===== src/rtl/cbud_mod_counter.sv =====
// cbud_mod_counter: parametrised modulo up/down counter with parallel load,
// synchronous preset, cascade carry in/out and a sticky out-of-range load flag.
// Optional feature macro: CBUD_WRAP_CNT_EN adds the saturating 8-bit wrap
// counter output wraps_o.
module cbud_mod_counter #(
  parameter int unsigned     WIDTH   = 4,
  parameter longint unsigned MODULUS = 64'd1 << WIDTH
) (
  input  logic             clk_i,
  input  logic             cs_i,
  input  logic             sd_i,
  input  logic             ld_i,
  input  logic [WIDTH-1:0] d_i,
  input  logic             en_i,
  input  logic             cai_i,
  input  logic             up_i,
`ifdef CBUD_WRAP_CNT_EN
  output logic [7:0]       wraps_o,
`endif
  output logic [WIDTH-1:0] q_o,
  output logic             cao_o,
  output logic             err_o
);

  localparam longint unsigned FULL_RANGE = 64'd1 << WIDTH;
  localparam logic [WIDTH-1:0] TOP       = WIDTH'(MODULUS - 64'd1);
  localparam logic [WIDTH-1:0] ZERO      = '0;

  // Reject illegal parameter combinations at elaboration
  if (WIDTH < 2 || WIDTH > 32) begin : g_bad_width
    $error("cbud_mod_counter: WIDTH must be 2..32");
  end
  if (MODULUS < 64'd2 || MODULUS > FULL_RANGE) begin : g_bad_modulus
    $error("cbud_mod_counter: MODULUS must be 2..2**WIDTH");
  end

  logic [WIDTH-1:0] q_q, q_d;
  logic             err_q, err_d;
  logic             over_c;
  logic             at_top_c;
  logic             at_zero_c;
  logic             step_c;

  // Out-of-range load detection; impossible when the modulus covers every code
  if (MODULUS == FULL_RANGE) begin : g_full
    assign over_c = 1'b0;
  end else begin : g_partial
    assign over_c = (d_i > TOP);
  end

  assign at_top_c  = (q_q == TOP);
  assign at_zero_c = (q_q == ZERO);
  assign step_c    = en_i & cai_i;

  // Cascade carry/borrow out from the current value, deliberately ungated by controls
  assign cao_o = step_c & (up_i ? at_top_c : at_zero_c);

  // Next-state for value and error flag: preset > load > count > hold
  always_comb begin
    q_d   = q_q;
    err_d = err_q;
    if (sd_i) begin
      q_d = TOP;
    end else if (ld_i) begin
      if (over_c) begin
        q_d   = TOP;
        err_d = 1'b1;
      end else begin
        q_d = d_i;
      end
    end else if (step_c) begin
      if (up_i) begin
        q_d = at_top_c ? ZERO : q_q + WIDTH'(1);
      end else begin
        q_d = at_zero_c ? TOP : q_q - WIDTH'(1);
      end
    end
  end

  // State register with synchronous clear
  always_ff @(posedge clk_i) begin
    if (cs_i) begin
      q_q   <= ZERO;
      err_q <= 1'b0;
    end else begin
      q_q   <= q_d;
      err_q <= err_d;
    end
  end

  assign q_o   = q_q;
  assign err_o = err_q;

`ifdef CBUD_WRAP_CNT_EN
  logic [7:0] wraps_q, wraps_d;
  logic       wrap_c;

  // A wrap is a counting step taken from the terminal value
  assign wrap_c = cao_o & ~sd_i & ~ld_i;

  // Saturating wrap event counter
  always_comb begin
    wraps_d = wraps_q;
    if (wrap_c && (wraps_q != 8'hFF)) begin
      wraps_d = wraps_q + 8'd1;
    end
  end

  // Wrap counter register, cleared only by the synchronous clear
  always_ff @(posedge clk_i) begin
    if (cs_i) begin
      wraps_q <= 8'd0;
    end else begin
      wraps_q <= wraps_d;
    end
  end

  assign wraps_o = wraps_q;
`endif

endmodule


===== config.mk =====
export PLATFORM = sky130hd
export DESIGN_NAME = cbud_mod_counter
export DESIGN_NICKNAME = d
export VERILOG_FILES = /design/src/rtl/cbud_mod_counter.sv
export SDC_FILE = /design/constraint.sdc
export NUM_CORES = 1
export LEC_CHECK = 0
export BUFFER_PORTS_ARGS = -buffer_cell sky130_fd_sc_hd__buf_2
export CORE_AREA = 2 2 39 41
export DETAILED_ROUTE_END_ITERATION = 6
export DIE_AREA = 0 0 41 43
export PLACE_DENSITY_LB_ADDON = 0.1
export SLEW_MARGIN = 0
export SYNTH_ARGS = -nofsm -noshare
export SYNTH_HDL_FRONTEND = slang
export SYNTH_SLANG_ARGS = --single-unit

===== constraint.sdc =====
create_clock -name clk_i -period 2 [get_ports clk_i]
set_input_delay 0 -clock clk_i [delete_from_list [all_inputs] [get_ports clk_i]]
set_output_delay 0 -clock clk_i [all_outputs]
set_load 0.02 [all_outputs]

# Word-level counts from Yosys, hierarchy flattened
# Cells that the tools add are included.
# W data, S select, Z words.
[totals]
inputBits = 11
elab_cells = 15
ff_bits = 4
[classes]
n_addsub = 2
n_mux = 7
reduce_logical = 2
bitwise = 2
eq_ne = 1
[ops]
columns = ["cell", "n"]
rows = [
  ["$mux W4", 6],
  ["$add A4 B1 Y4 const B", 1],
  ["$eq A4 B4 Y1 const B", 1],
  ["$logic_not A4 Y1", 1],
  ["$sub A4 B1 Y4 const B", 1],
  ["$reduce_bool A3 Y1", 1],
  ["$and A1 B1 Y1", 2],
  ["$mux W1", 1],
]

# Longest topological paths before layout
# Gate-level depths: netlist of the first run.
[logic_depth]
depth_word = 6
ltp_mapped = 6
mapped_depth_nobuf = 6

# Least setup slack after synthesis of the first run
# No wires, ideal clock.
[synth_path]
kind = "reg2reg"
start = "register q_q[0], in the netlist q_o[0]"
end = "register q_q[3], in the netlist q_o[3]"
arrival_time_ps = 1356
path_slack_ps = 514
setup_ps = 131
synth_period_minus_slack_ps = 1486
required_ps = 1869
n_path_buf = 0
stages_incl_launch_ff = 7
path_cell_list = "dfxtp_1 -> inv_1 -> ha_1 -> o21bai_1 -> a21oi_1 -> a311o_1 -> a31oi_1"
[synth_via]
elab_chain_len = 6
elab_cells_between_ends = 10
[synth_lines]
columns = ["element", "line", "rtl"]
rows = [
  ["from (decl)", "37", "logic [WIDTH-1:0] q_q, q_d;"],
  ["from (signal assigned)", "86", "q_q <= q_d;"],
  ["$sub A4 B1 Y4 (tied with other cells)", "75", "q_d = at_zero_c ? TOP : q_q - WIDTH'(1);"],
  ["$mux W4 (on tied branches)", "75, 73", ""],
  ["$mux W4 *", "72", "if (up_i) begin"],
  ["$mux W4 *", "71", "end else if (step_c) begin"],
  ["$mux W4 *", "64", "end else if (ld_i) begin"],
  ["$mux W4 *", "62", "if (sd_i) begin"],
]
# Every way passes the cells marked *; elsewhere a longest branch is shown, timed or not. The select of a mux whose other input is x is not followed.
# A chain may end at the register's enable or synchronous reset.

# Worst setup path in the final report of the first run
[layout_path]
start = "register q_q[0], in the netlist q_o[0]"
end = "output cao_o"
[layout_via]
elab_chain_len = 3
elab_cells_between_ends = 4
[layout_lines]
columns = ["element", "line", "rtl"]
rows = [
  ["$eq A4 B4 Y1 / $logic_not A4 Y1 (equally long branches)", "51, 52", ""],
  ["$mux W1 *", "56", "assign cao_o = step_c & (up_i ? at_top_c : at_zero_c);"],
  ["$and A1 B1 Y1 *", "56", ""],
  ["to (decl)", "21", "output logic cao_o,"],
]
# Every way passes the cells marked *; elsewhere a longest branch is shown, timed or not.

==> metrics, run 1 <==
Yosys warnings=0; RR Startpoint=q_o[0]; Area Overhead vs Synth=32.28%; final setup vio count=0; R2R setup slack=540 ps; Fillers=153; Synth Register Bits=4; met2 Use GR=17.19%; syn_area_per_cell=7.429 um2; clk_lat worst skew=240 ps; # DRC=0; CTS root buf=clkbuf_4; Sw Ratio=32.88%; maximum clock frequency=0.6171 GHz; minimum clock period=1620 ps; GRT Resource Usage Total=13.34%; via count=392; multi-input logic area=249.0 um2; worst ir drop on vdd=0.0002587 V; die area=0.001763 mm2; Int Power=192.4 uW; clock-pin slew on the worst setup and hold paths=40 ps; skew final=4.385 ps; syn nets=61; outcome=finished, final reports clean; Max Root-Sink Buffers=2; initial core utilization=25.77%; setup bufs post-CTS=0; Top Ports=17; PortBufs=15; # diodes=0; Max Transition Viols Final=0; register area share after synthesis=22.46%; Req. time, crit path=2000 ps; Total Wirelength=871 um; clock share of power=35.2%; crit path capture type=output port; Core Rows=14; Final Hold Fails=0; largest net degree at the start of global routing=11; Post-DRT Antenna Nets=0; share of post-route cells with drive strength above 1=32.31%; most frequent cells in the layout=15 x buf_2, 5 x nand2_1, 5 x a21oi_1, 4 x inv_1, 4 x dfxtp_1; max reg flops=4; r2r worst-path depth=6; crit share post-route=81.02%; worst path arrival time=1620 ps; H-tree depth=1; HPWL Detailed=679.7 um; synthesized instance count=48; post-cts resize count=0; drt pass-1 iters=4; Max-Cap Viols=0; Hold WS=55.71 ps; antenna violations before repair=0; WL per Instance=10.75 um; first-pass GRT wire length=1531 um; RSZ-0062 raised after global routing=no; switching power=94.25 uW; vias in the first global route=378; most common cell after layout, fill and taps aside=buf_2; worst-path fanout max=8; Remaining Overflow, GRT=0; Die H=43 um; Critical Path Start=q_o[0]; setup TNS=0 ps; storage element area=80.08 um2; Core Region=0.001384 mm2; via/cell ratio=4.840; routability cong.=0.7490; Inserted Clock Buffers=3; GR Util met3=1.571%; Initial DRC Count=5; GR peak layer=met1; die width=41 um; crit path to=cao_o; sequential power share=35.0%; CP startpoint kind=register; leakage power=0.0002148 uW; fin nets=80; synthesized area=356.6 um2; combinational share of power=29.8%; M1 GR Usage=18.27%; PD cells=607.7 mW/mm2; r2r endpoint=q_o[3]; Hold Buf Count CTS=1; clk sinks=4; Worst Hold Class=in -> reg; Yosys cell types=27; TritonCTS clock tree=done; Cells on Worst Hold Path=3; Crit Path Category=reg -> out
[per-stage QoR]
stage / setup slack [ps] / instances / power [uW] / utilization (%) / cell area (um2)
CTS: 363.2 / 81 / 295.8 / 34.09 / 471.7
floorplan: 513.6 / 48 / 158.5 / - / 356.6
finish: 379.6 / 81 / 286.7 / 34.09 / 471.7
global placement: 565.2 / 77 / 188.1 / 31.74 / 439.2
detailed placement: 551.3 / 77 / 185.9 / 31.74 / 439.2
global route: 250.6 / 81 / 310.5 / 34.09 / 471.7
[power groups by stage]
stage                     combinational [uW]  sequential (uW)  clock, uW
after global placement                  86.3              102          0
after floorplan                         54.0              105          0
final                                   85.4              100        101
after detailed placement                84.1              102          0
after global routing                    96.9              103        110
after CTS                               86.3              101        109
[worst min path at each step]
stage / start / to / slack (ps)
after global placement: cs_i / q_o[2] / 180
after global routing: d_i[1] / q_o[1] / 70
after CTS: d_i[1] / q_o[1] / 50
after floorplan: cs_i / q_o[2] / 60
after detailed placement: cs_i / q_o[2] / 180
final: d_i[1] / q_o[1] / 60
[cell usage after synthesis]
master    count  area, um2
a211oi_2      1      12.51
a21oi_1       5      25.02
a21oi_2       1      8.760
a311o_1       1      10.01
a31oi_1       2      12.51
buf_2         1      5.000
buf_4         1      7.510
conb_1        1      3.750
dfxtp_1       4      80.08
ha_1          2      25.02
inv_1         4      15.01
nand2_1       5      18.77
nand2b_1      1      6.260
nand2b_4      1      13.76
nand3_1       1      5.000
nand4_1       1      6.260
nor2_1        3      11.26
nor3_1        1      5.000
nor3b_1       1      7.510
nor4_1        1      6.260
o21a_1        1      7.510
o21ai_0       3      15.01
o21bai_1      1      7.510
o221ai_1      2      17.52
or3_1         1      6.260
xnor2_1       1      8.760
xor2_1        1      8.760
[layout make-up]
type,instances,area share [%]
multi-input cells,38,52.79
repair buffers,16,18.04
flip-flops and latches,4,16.98
clock buffers,3,4.775
well taps,16,4.244
inverters,4,3.183
[critical path: stages (launching register included)]
cell and delay, ps:
dfxtp_1 370, inv_1 120, ha_1 210, nand2b_4 70, or3_1 300, a21oi_1 130, buf_2 170
[cell families (layout without fill, tap and decap cells)]
group,count (synthesis),count (layout),share of synthesized area (%)
AO/OA/AOI/OAI,17,17,32.63
AND/OR/NAND/NOR,16,16,24.21
buffers and inverters,6,23,7.718
flip-flops,4,4,22.46
adder cells (fa/ha/maj),2,2,7.016
XOR/XNOR,2,2,4.913
other,1,1,1.052
[metal layers]
layer	up-vias	part of all wire, %
met1	168	47
met4	0	2.3
li1	207	-
met2	15	44
met3	2	6.7
met5	-	0
(Power assumes the default switching activity.)
==> run 2: changes to the inputs <==
==> constraint.sdc (replaced) <==
create_clock -name clk_i -period 1.4 [get_ports clk_i]
set_input_delay 0 -clock clk_i [delete_from_list [all_inputs] [get_ports clk_i]]
set_output_delay 0 -clock clk_i [all_outputs]
set_load 0.02 [all_outputs]
==> metrics, run 2 (synthesized netlist as in run 1, its figures left out) <==
outcome=finished with violations; failing checks=negative setup slack; Crit Path Category=reg -> out; clk sinks=4 (unchanged); CP peak stage delay=350 ps (-20 ps); Final Hold Fails=0 (unchanged); cell family with most CP delay=simple AND/OR/NAND/NOR gates; largest net degree at the start of global routing=11 (unchanged); die width=41 um (unchanged); PD cells=839.1 mW/mm2 (+38%); CP startpoint kind=register; fin nets=84 (+5.0%); Worst Hold Class=in -> reg; crit share post-route=102.7%; die area=0.001763 mm2 (unchanged); slowest CP cell=dfxtp_4; crit path capture type=output port; WL per Instance=12.15 um (+13%); # DRC=0 (unchanged); maximum clock frequency=0.6956 GHz; pre-CTS setup slack=29.90 ps (-521.4 ps); minimum clock period=1438 ps; initial core utilization=25.77% (unchanged); WL met2=473 um (+24%); Hold WS=64.52 ps (+8.809 ps); Max Transition Viols Final=0 (unchanged); Area Overhead vs Synth=50.18%; RSZ-0062 raised after global routing=yes; antenna violations before repair=0 (unchanged); Core Rows=14 (unchanged); HPWL Detailed=731.1 um (+7.6%); worst setup margin=-37.62 ps (-417.2 ps); worst-path fanout max=3 (-5); TritonCTS clock tree=done; Die H=43 um (unchanged); GRT Resource Usage Total=14.84% (+1.5 points); Max-Cap Viols=0 (unchanged); WL met3=75 um (+29%); Fillers=146 (-4.6%); vias in the first global route=386 (+2.1%); Critical path buffers and inverters=2 (unchanged); clk_lat worst skew=240 ps (about the same); most common cell after layout, fill and taps aside=buf_2; top sig layer=met4; share of post-route cells with drive strength above 1=47.83% (+16 points); met1 wire length=430 um (+4.6%); routability cong.=0.7906 (+5.6%); storage element area=85.08 um2 (+6.2%); final setup vio count=1 (+1); Initial DRC Count=14 (+9); Tot Pwr=449.3 uW (+57%); first-pass GRT wire length=1649 um (+7.7%); cell breakdown of the critical path=inv_4 -> ha_4 -> nand2b_4 -> or3_4 -> a21oi_2 -> buf_4; clock-pin slew on the worst setup and hold paths=40 ps (about the same); Req. time, crit path=1400 ps (-600 ps); max reg flops=4 (unchanged); skew final=0.8868 ps (-3.499 ps); Inserted Clock Buffers=3 (unchanged); Remaining Overflow, GRT=0 (unchanged); multi-input logic area=272.8 um2 (+9.5%); Core Region=0.001384 mm2 (unchanged); H-tree depth=1 (unchanged); # diodes=0 (unchanged); worst path arrival time=1440 ps (-180 ps); most frequent cells in the layout=14 x buf_2, 5 x nand2_1, 5 x buf_4, 4 x a21oi_1; Total Wirelength=1033 um (+19%); CTS root buf=clkbuf_4; via/cell ratio=4.906 (+1.4%); Post-DRT Antenna Nets=0 (unchanged); Top Ports=17 (unchanged); Max Root-Sink Buffers=2 (unchanged); worst ir drop on vdd=0.0002495 V (-3.6%); leakage power=0.0002342 uW (+9.0%); PortBufs=15 (unchanged); via count=417 (+6.4%); drt pass-1 iters=4 (unchanged)
-- run 2: final timing paths --
kind,from,to,slack (ps),cells past startpoint
worst min-delay path,d_i[1],q_o[1],60,3
worst max register to register,q_o[1],q_o[3],80,6
worst min register to register,q_o[2],q_o[2],660,2
worst max-delay path,q_o[1],cao_o,-40,6
-- run 2: layout make-up --
| type | count | share of cell area [%] |
|---|---|---|
| Inverter | 4 | 3.271 |
| Multi-Input combinational cell | 38 | 50.93 |
| Tap cell | 16 | 3.738 |
| Timing Repair Buffer | 20 | 21.96 |
| Sequential cell | 4 | 15.89 |
| Clock buffer | 3 | 4.206 |
-- run 2: tightest hold or removal path, delay by kind of cell --
family	cells	cell delay, ps
compound gates	2	200
buf+inv	1	70
-- run 2: timing repair --
| action | CTS | global route |
|---|---|---|
| endpoints found under the hold margin | 1 | 0 |
| setup buffers | 2 | 0 |
| setup endpoints to repair | 1 | 3 |
| pin swaps | 1 | 1 |
| resized for setup | 9 | 1 |
| hold buffers | 1 | 0 |
-- run 2: per-stage QoR --
stage / util [%] / area [um2] / setup TNS (ps) / cells
after CTS: 38.52 / 533.0 / -42.74 / 85
after global placement: 33.18 / 459.2 / 0 / 79
after floorplan: - / 361.6 / -25.64 / 48
after detailed placement: 33.18 / 459.2 / 0 / 79
after global routing: 38.70 / 535.5 / -116.3 / 85
final: 38.70 / 535.5 / -37.62 / 85
-- run 2: routing by layer --
layer / vias to the layer above / track usage [%]
met2: 20 / 21.56
li1: 215 / -
met4: 0 / 18.00
met5: - / 0
met3: 4 / 1.571
met1: 178 / 15.71
-- run 2: report_power, final --
| group | switching [uW] | total (uW) | internal (uW) |
|---|---|---|---|
| combinational | 83.1 | 157 | 74.2 |
| clock | 56.7 | 153 | 96.5 |
| sequential | 13.9 | 139 | 125 |
| total | 154 | 449 | 296 |
